<file path="src/rtl/gpt_pkg.sv">
// Shared definitions for the general-purpose timer channel logic.
//   GptCntWidth : default width of the time-base counter and compare values.
//   oc_mode_e   : output-compare mode encodings as presented on ocm_i.
package gpt_pkg;

  localparam int unsigned GptCntWidth = 32;

  typedef enum logic [2:0] {
    OcFrozen      = 3'b000,
    OcSetActive   = 3'b001,
    OcSetInactive = 3'b010,
    OcToggle      = 3'b011,
    OcForceLow    = 3'b100,
    OcForceHigh   = 3'b101,
    OcPwm1        = 3'b110,
    OcPwm2        = 3'b111
  } oc_mode_e;

endpackage

</file>
<file path="src/rtl/gpt_ccr_preload.sv">
// Shadow/active compare register pair.
//   clk_i     : clock
//   rst_ni    : synchronous active-low reset, clears both registers
//   wr_i      : write strobe qualifying data_i
//   data_i    : compare value written by software
//   preload_i : 1 = writes go to the shadow and reach the active copy on uev_i
//   uev_i     : update event from the time base
//   active_o  : compare value used for matching
module gpt_ccr_preload #(
  parameter int unsigned Width = 32
) (
  input  logic             clk_i,
  input  logic             rst_ni,
  input  logic             wr_i,
  input  logic [Width-1:0] data_i,
  input  logic             preload_i,
  input  logic             uev_i,
  output logic [Width-1:0] active_o
);

  logic [Width-1:0] shadow_q, shadow_d;
  logic [Width-1:0] active_q, active_d;

  always_comb begin
    shadow_d = shadow_q;
    active_d = active_q;
    if (wr_i) begin
      shadow_d = data_i;
    end
    if (!preload_i) begin
      if (wr_i) begin
        active_d = data_i;
      end
    end else if (uev_i) begin
      // A write coinciding with the update bypasses the shadow.
      active_d = wr_i ? data_i : shadow_q;
    end
  end

  always_ff @(posedge clk_i) begin
    if (!rst_ni) begin
      shadow_q <= '0;
      active_q <= '0;
    end else begin
      shadow_q <= shadow_d;
      active_q <= active_d;
    end
  end

  assign active_o = active_q;

endmodule

</file>
<file path="src/rtl/gpt_oc_channel.sv">
// Output-compare channel of a general-purpose timer.
//   aclk_i/aresetn_i : clock, synchronous active-low reset
//   cnt_i, dir_i     : time-base counter value and direction (1 = down)
//   uev_i            : update event (preload transfer, clear-latch release)
//   ccr_i, ccr_wr_i  : compare value write; ocpe_i selects preloading
//   ocm_i            : output-compare mode
//   occe_i, etrf_i   : external clear enable and clear source
//   ccg_i            : software compare-event generation
//   ccp_i, cce_i     : pin polarity (1 = active-low) and pin enable
//   ocref_o          : registered reference waveform
//   oc_o             : pin output
//   ccif_o           : one-cycle compare-event pulse
//   ccr_act_o        : active compare value
module gpt_oc_channel
  import gpt_pkg::*;
#(
  parameter int unsigned CNT_WIDTH = GptCntWidth
) (
  input  logic                 aclk_i,
  input  logic                 aresetn_i,
  input  logic [CNT_WIDTH-1:0] cnt_i,
  input  logic                 dir_i,
  input  logic                 uev_i,
  input  logic [CNT_WIDTH-1:0] ccr_i,
  input  logic                 ccr_wr_i,
  input  logic                 ocpe_i,
  input  logic [2:0]           ocm_i,
  input  logic                 occe_i,
  input  logic                 etrf_i,
  input  logic                 ccg_i,
  input  logic                 ccp_i,
  input  logic                 cce_i,
  output logic                 ocref_o,
  output logic                 oc_o,
  output logic                 ccif_o,
  output logic [CNT_WIDTH-1:0] ccr_act_o
);

  logic [CNT_WIDTH-1:0] ccr_act;
  logic [CNT_WIDTH-1:0] prev_cnt_q;
  logic                 ocref_q, ocref_d;
  logic                 wave_q, wave_d;
  logic                 clr_q, clr_d;
  logic                 ccif_q, ccif_d;
  logic                 rst_seen_q;
  logic                 match;
  logic                 pwm1_lvl;
  oc_mode_e             mode;

  gpt_ccr_preload #(
    .Width(CNT_WIDTH)
  ) u_ccr_preload (
    .clk_i    (aclk_i),
    .rst_ni   (aresetn_i),
    .wr_i     (ccr_wr_i),
    .data_i   (ccr_i),
    .preload_i(ocpe_i),
    .uev_i    (uev_i),
    .active_o (ccr_act)
  );

  assign mode = oc_mode_e'(ocm_i);

  // Only a count that has just arrived at the compare value is an event, so a stalled
  // counter or a compare value moved onto the current count stays quiet.
  assign match = (cnt_i == ccr_act) && (cnt_i != prev_cnt_q);

  always_comb begin
    if (!dir_i) begin
      // All-ones compare means the output never deasserts while counting up.
      pwm1_lvl = (cnt_i < ccr_act) || (&ccr_act);
    end else begin
      pwm1_lvl = !(cnt_i > ccr_act);
    end
  end

  always_comb begin
    clr_d = clr_q;
    if (occe_i && etrf_i) begin
      clr_d = 1'b1;
    end else if (uev_i && !etrf_i) begin
      clr_d = 1'b0;
    end
  end

  // wave_q is the uncleared waveform; it is held while the clear latch is set so a
  // toggle sequence resumes where it left off.
  always_comb begin
    wave_d  = wave_q;
    ocref_d = 1'b0;
    if (!clr_d) begin
      unique case (mode)
        OcFrozen:      wave_d = ocref_q;
        OcSetActive:   wave_d = match ? 1'b1 : wave_q;
        OcSetInactive: wave_d = match ? 1'b0 : wave_q;
        OcToggle:      wave_d = match ? ~wave_q : wave_q;
        OcForceLow:    wave_d = 1'b0;
        OcForceHigh:   wave_d = 1'b1;
        OcPwm1:        wave_d = pwm1_lvl;
        OcPwm2:        wave_d = ~pwm1_lvl;
        default:       wave_d = wave_q;
      endcase
      ocref_d = wave_d;
    end
  end

  // Suppress events on the first edge after reset so reset never yields a pulse.
  assign ccif_d = (match || ccg_i) && !rst_seen_q;

  always_ff @(posedge aclk_i) begin
    if (!aresetn_i) begin
      prev_cnt_q <= '0;
      ocref_q    <= 1'b0;
      wave_q     <= 1'b0;
      clr_q      <= 1'b0;
      ccif_q     <= 1'b0;
      rst_seen_q <= 1'b1;
    end else begin
      prev_cnt_q <= cnt_i;
      ocref_q    <= ocref_d;
      wave_q     <= wave_d;
      clr_q      <= clr_d;
      ccif_q     <= ccif_d;
      rst_seen_q <= 1'b0;
    end
  end

  assign ocref_o   = ocref_q;
  assign oc_o      = cce_i & (ocref_q ^ ccp_i);
  assign ccif_o    = ccif_q;
  assign ccr_act_o = ccr_act;

endmodule
</file>
<file path="config.mk">
export PLATFORM = sky130hd
export DESIGN_NAME = gpt_oc_channel
export DESIGN_NICKNAME = d
export VERILOG_FILES = /design/src/rtl/gpt_pkg.sv /design/src/rtl/gpt_ccr_preload.sv /design/src/rtl/gpt_oc_channel.sv
export SDC_FILE = /design/constraint.sdc
export NUM_CORES = 1
export LEC_CHECK = 0
export CAP_MARGIN = 20
export CORE_AREA = 8 8 112 114
export DETAILED_ROUTE_END_ITERATION = 8
export DIE_AREA = 0 0 120 122
export PLACE_DENSITY = 0.84
export SLEW_MARGIN = 40
export SYNTH_ARGS = -nofsm -noshare
export SYNTH_HDL_FRONTEND = slang
export SYNTH_SLANG_ARGS = --single-unit
</file>
<file path="constraint.sdc">
create_clock -name aclk_i -period 5.17 [get_ports aclk_i]
set_clock_uncertainty 0.15 [all_clocks]
set_input_delay 1.034 -clock aclk_i [delete_from_list [all_inputs] [get_ports aclk_i]]
set_output_delay 1.034 -clock aclk_i [all_outputs]
set_load 0.005 [all_outputs]
</file>
==> results of run 1 <==
==> per-layer routing <==
metal	GRT usage	routed length [um]
met5	0	0
met3	0.05553	1099
met4	0.06557	263
met2	0.3360	7060
met1	0.2282	5924
==> stage by stage <==
stage | std cells | power [mW] | worst slack, ps | hold WS (ps) | util
after floorplan | 509 | 1.047 | 1740 | 219.5 | -
after global placement | 741 | 1.214 | 1068 | 243.2 | 0.5599
after detailed placement | 741 | 1.227 | 971.8 | 249.5 | 0.5602
after CTS | 757 | 1.691 | 1357 | 263.4 | 0.5772
after global routing | 757 | 1.763 | 1019 | 278.6 | 0.5772
final | 757 | 1.685 | 1369 | 262.5 | 0.5772
==> kinds of logic after synthesis <==
group | count (synthesis) | synth area share
AND/OR/NAND/NOR | 137 | 0.1482
adder cells (fa/ha/maj) | 34 | 0.08952
XOR/XNOR | 33 | 0.06082
buffers and inverters | 68 | 0.05477
flip-flops | 101 | 0.4255
multiplexers | 33 | 0.06951
AO/OA/AOI/OAI | 103 | 0.1517
==> critical path, stage by stage <==
cell	delay [ps]
clkdlybuf4s50_1	460
ha_1	350
nand4_1	170
nor4_1	310
nand4_1	170
a21o_2	230
ha_1	270
mux2i_1	60
nand2_1	60
o21ai_0	70
a2111oi_0	430
o221a_1	270
a21o_1	80
==> final cells by class <==
| type | count | share of cell area |
|---|---|---|
| Tap cell | 140 | 0.02837 |
| Multi-Input combinational cell | 340 | 0.4006 |
| Inverter | 41 | 0.02492 |
| Clock inverter | 7 | 0.009321 |
| Clock buffer | 9 | 0.02006 |
| Timing Repair Buffer | 119 | 0.1893 |
| Sequential cell | 101 | 0.3275 |
==> cell usage after synthesis (2+ instances only) <==
| cell type | instances | area share |
|---|---|---|
| a211oi_1 | 14 | 0.022 |
| a21o_1 | 3 | 0.0047 |
| a21oi_1 | 14 | 0.015 |
| a32o_1 | 20 | 0.042 |
| and2_1 | 33 | 0.043 |
| and4_1 | 3 | 0.0055 |
| buf_2 | 4 | 0.0042 |
| clkbuf_1 | 22 | 0.017 |
| dfxtp_1 | 101 | 0.43 |
| ha_1 | 34 | 0.090 |
| inv_1 | 41 | 0.032 |
| mux2i_1 | 33 | 0.070 |
| nand2_1 | 26 | 0.021 |
| nand3_1 | 5 | 0.0053 |
| nand4_1 | 23 | 0.030 |
| nor2_1 | 36 | 0.028 |
| nor2b_1 | 2 | 0.0026 |
| nor4_1 | 5 | 0.0066 |
| o21ai_0 | 27 | 0.028 |
| o22ai_1 | 12 | 0.016 |
| or3_1 | 2 | 0.0026 |
| xnor2_1 | 32 | 0.059 |
==> power breakdown <==
part	internal, mW	switching [mW]	total [mW]	leakage (nW)
combinational	0.183	0.170	0.353	1.49
sequential	0.828	0.0317	0.859	0.836
clock	0.180	0.293	0.473	0.0824
==> registers in the layout, summed over array words and instances (netlist names) <==
register / count
clr_q: 1
ocref_o: 1
u_ccr_preload.shadow_q: 32
ccif_o: 1
u_ccr_preload.active_o: 32
rst_seen_q: 1
prev_cnt_q: 32
wave_q: 1
==> worst max path at each step <==
stage	to	slack, ps	cells past startpoint
2_1_floorplan	wave_q	1740	12
3_3_place_gp	wave_q	1070	13
3_5_place_dp	wave_q	970	13
4_1_cts	wave_q	1360	13
5_1_grt	wave_q	1020	13
6_report	wave_q	1370	13
==> impl_metrics.tcl, run 1 <==
set metrics [dict create \
    cts_buffers 9 \
    hpwlAfterDp_mm 11.06 \
    wire_per_inst_um 18.95 \
    cts.clk_slew.worst_paths_ps 100 \
    clockBufferDepth 2 \
    cts-root-buf "clkbuf_8" \
    slew_viol_final 0 \
    place_area_sq_um 5993 \
    synth_cell_types 39 \
    clkLatencyLatePin_ps 380 \
    synthArstFlopShare 0 \
    grt_first_pass_wirelength_mm 22.56 \
    fmax_mhz 263.1 \
    seq_area_frac_synth 0.4255 \
    cp-end-kind "register" \
    holdCritPathClass "register to register" \
    hold_violations 0 \
    syn_inst 509 \
    r2r-start "u_ccr_preload.active_o[15]" \
    postRouteAntennaNets 0 \
    start_util 0.4442 \
    rsz0062_at_grt "no" \
    maxCapViolations 0 \
    cts_tree "built" \
    worstMarginPinSlew_ps 634.0 \
    viasPerCell 5.527 \
    gr-usage-all-layers 0.1947 \
    holdPathEnd "ccif_o" \
    grt_pass1_vias 4377 \
    finalSetupTns_ps 0 \
    ys_seq_elements 101 \
    power.leakage_nw 2.407 \
    synth_edf_count 0 \
    path_class "input pin to register" \
    drc_errors 0 \
    drive_gt1_frac 0.04376 \
    rr_endpoint "wave_q" \
    multi_input_area_sq_um 2474 \
    crit_required_ps 5350 \
    hp-start "rst_seen_q" \
    final_common_cell "clkdlybuf4s50_1" \
    cts.sinks 101 \
    portBuffers 112 \
    seqCellArea_sq_um 2022 \
    timing.slew.headroom 0.5760 \
    fp-row-count 38 \
    postLayoutCellArea_sq_um 6175 \
    period_share 0.7353 \
    antenna_found_initial 0 \
    ir_drop_mv 0.1491 \
    die-area_sq_um 14640 \
    yosysWarnings 0 \
    grt_max_degree 54 \
    num_io_pins 113 \
    antenna_cells 0 \
    first_pass_iters 4 \
    overflow 0 \
    setup_viol 0 \
    fillers 960 \
    startpoint "cnt_i[14]" \
    reg2reg_depth 13 \
    hold_path_depth 1 \
    power_density_nw_per_um2 272.8 \
    cp.arrival_ps 3980 \
    drt_iter0_drc 347 \
    layout.cells.most_common_list "clkdlybuf4s50_1, dfxtp_1, inv_1, nor2_1, ha_1" \
    cp_max_fo 4 \
    ys.flop_type "dfxtp_1" \
    final_nets 724 \
    die_x_um 120 \
    syn_avg_cell_area_sq_um 9.336 \
    post_cts_buffers 0 \
    dieHeight_um 122 \
    cts_htree_levels 3 \
    cts-hold-fix-buffers 0 \
    cts_resized 0 \
    dr_total_vias 4184 \
    finalCriticalPeriod_ps 3801 \
    status "completed" \
    syn-num-nets 621 \
    gp_congestion 0.8593 \
    syn_area_sq_um 4752 \
    crit_path_start_kind "input pin" \
    coreArea_sq_um 10700 \
    routed_wl_mm 14.35 \
    syn2layout_area_growth_pct 29.94 \
    r2r_slack_ps 2010 \
]
No activity file was read; power rests on OpenSTA's default activity.
==> run 2: changes to the inputs <==
- clock period: 5.17 -> 3.9 ns (I/O delays scaled with it)
==> run 2 against run 1 <==
Net effect: setup slack got worse by 1100 ps; non-clock buffer count increased by 3; global-route usage increased by 0.62 points; via count up 1.7%; routed wire length grew 3.0%; clock-buffer cell count unchanged; combinational power grew 36%; sequential power rose by 33%; design area is 0.32% higher; core utilization is 0.19 points higher; largest power group unchanged.
==> impl_metrics.tcl, run 2 (same netlist as run 1, synthesis figures left out) <==
set metrics [dict create \
    path_class "input pin to register" \
    clkLatencyLatePin_ps 370 \
    power_density_nw_per_um2 362.5 \
    die_x_um 120 \
    die-area_sq_um 14640 \
    fillers 924 \
    cts_htree_levels 3 \
    cts.sinks 101 \
    coreArea_sq_um 10700 \
    drc_errors 0 \
    finalCriticalPeriod_ps 3663 \
    cp_max_fo 3 \
    status "completed" \
    slew_viol_final 0 \
    final_core_util 0.5791 \
    fmax_mhz 273.0 \
    setup_viol 0 \
    hold_violations 0 \
    cp-end-kind "register" \
    gr-usage-all-layers 0.2009 \
    portBuffers 112 \
    start_util 0.4442 \
    drive_gt1_frac 0.04677 \
    gp_congestion 0.8882 \
    maxCapViolations 0 \
    num_io_pins 113 \
    crit_path_start_kind "input pin" \
    max_stage_delay_ps 470 \
    wire_per_inst_um 19.44 \
    place_ws_ps -123.9 \
    cts.clk_slew.worst_paths_ps 100 \
    timing.slew.headroom 0.5809 \
    cts_tree "built" \
    routed_wl_mm 14.77 \
    final_common_cell "clkdlybuf4s50_1" \
    worstMarginPinSlew_ps 628.7 \
    cpLargestDelayFamily "compound AO/OA/AOI/OAI gates" \
    overflow 0 \
    rsz0062_at_grt "no" \
    post_cts_buffers 0 \
    fp-row-count 38 \
    worst_slack_ps 236.9 \
    clockBufferDepth 2 \
    grt_first_pass_wirelength_mm 23.18 \
    dieHeight_um 122 \
    crit_chain "clkdlybuf4s50_1 -> ha_1 -> nand4_1 -> nor4_1 -> nand4_1 -> a21o_2 -> ha_1 -> mux2i_1 -> nand2_1 -> o21ai_0 -> a2111oi_1 -> o221a_1 -> a21o_1" \
    dr_total_vias 4256 \
    holdCritPathClass "register to register" \
    grt_pass1_vias 4486 \
    viasPerCell 5.600 \
    grt_max_degree 53 \
    hold-worst-slack_ps 255.4 \
    cp.arrival_ps 3830 \
    cts-hold-fix-buffers 0 \
    cts_resized 0 \
    crit_required_ps 4070 \
    power.leakage_nw 2.425 \
    cp_slowest_cell "clkdlybuf4s50_1" \
    first_pass_iters 5 \
    period_share 0.9393 \
    cts-root-buf "clkbuf_8" \
    hpwlAfterDp_mm 11.36 \
    layout.cells.most_common_list "clkdlybuf4s50_1, dfxtp_1, inv_1, nor2_1, ha_1" \
    cts_buffers 9 \
    drt_iter0_drc 379 \
    antenna_found_initial 0 \
    postRouteAntennaNets 0 \
    crit_buf_inv 1 \
    final_nets 727 \
    antenna_cells 0 \
    ir_drop_mv 0.2341 \
    syn2layout_area_growth_pct 30.36 \
]
## run 2: stage by stage
stage / instance area, sq um / setup TNS (ps) / power (mW) / cells
CTS: 6193 / 0 / 2.242 / 760
finish: 6195 / 0 / 2.246 / 760
detailed placement: 6012 / -167.2 / 1.632 / 744
global route: 6195 / 0 / 2.347 / 760
floorplan: 4752 / 0 / 1.388 / 509
global placement: 6012 / 0 / 1.612 / 744
## run 2: per-layer routing
layer,GRT usage,share of wire
met3,0.05877,0.081
met5,0,0
met2,0.3479,0.48
met1,0.2289,0.41
met4,0.08119,0.026
## run 2: cell type report
| class | instances | area, sq um | share of cell area |
|---|---|---|---|
| multi-input combinational | 340 | 2471 | 0.3989 |
| clock inverter | 7 | 57.56 | 0.009291 |
| clock buffer | 9 | 123.9 | 0.02000 |
| sequential | 101 | 2022 | 0.3264 |
| inverter | 41 | 153.9 | 0.02484 |
| tap | 140 | 175.2 | 0.02828 |
| timing repair buffer | 122 | 1191 | 0.1923 |
## run 2: where the power goes
| group | total, mW | internal (mW) | switching [mW] |
|---|---|---|---|
| logic | 0.480 | 0.246 | 0.234 |
| registers | 1.14 | 1.10 | 0.0412 |
| clock network | 0.628 | 0.240 | 0.388 |
## run 2: worst paths after layout
kind,startpoint,to,slack [ps],depth (start not counted)
worst max-delay path,cnt_i[14],wave_q,240,13
worst max register to register,u_ccr_preload.active_o[9],wave_q,630,13
worst min register to register,rst_seen_q,ccif_o,260,1
worst min-delay path,rst_seen_q,ccif_o,260,1
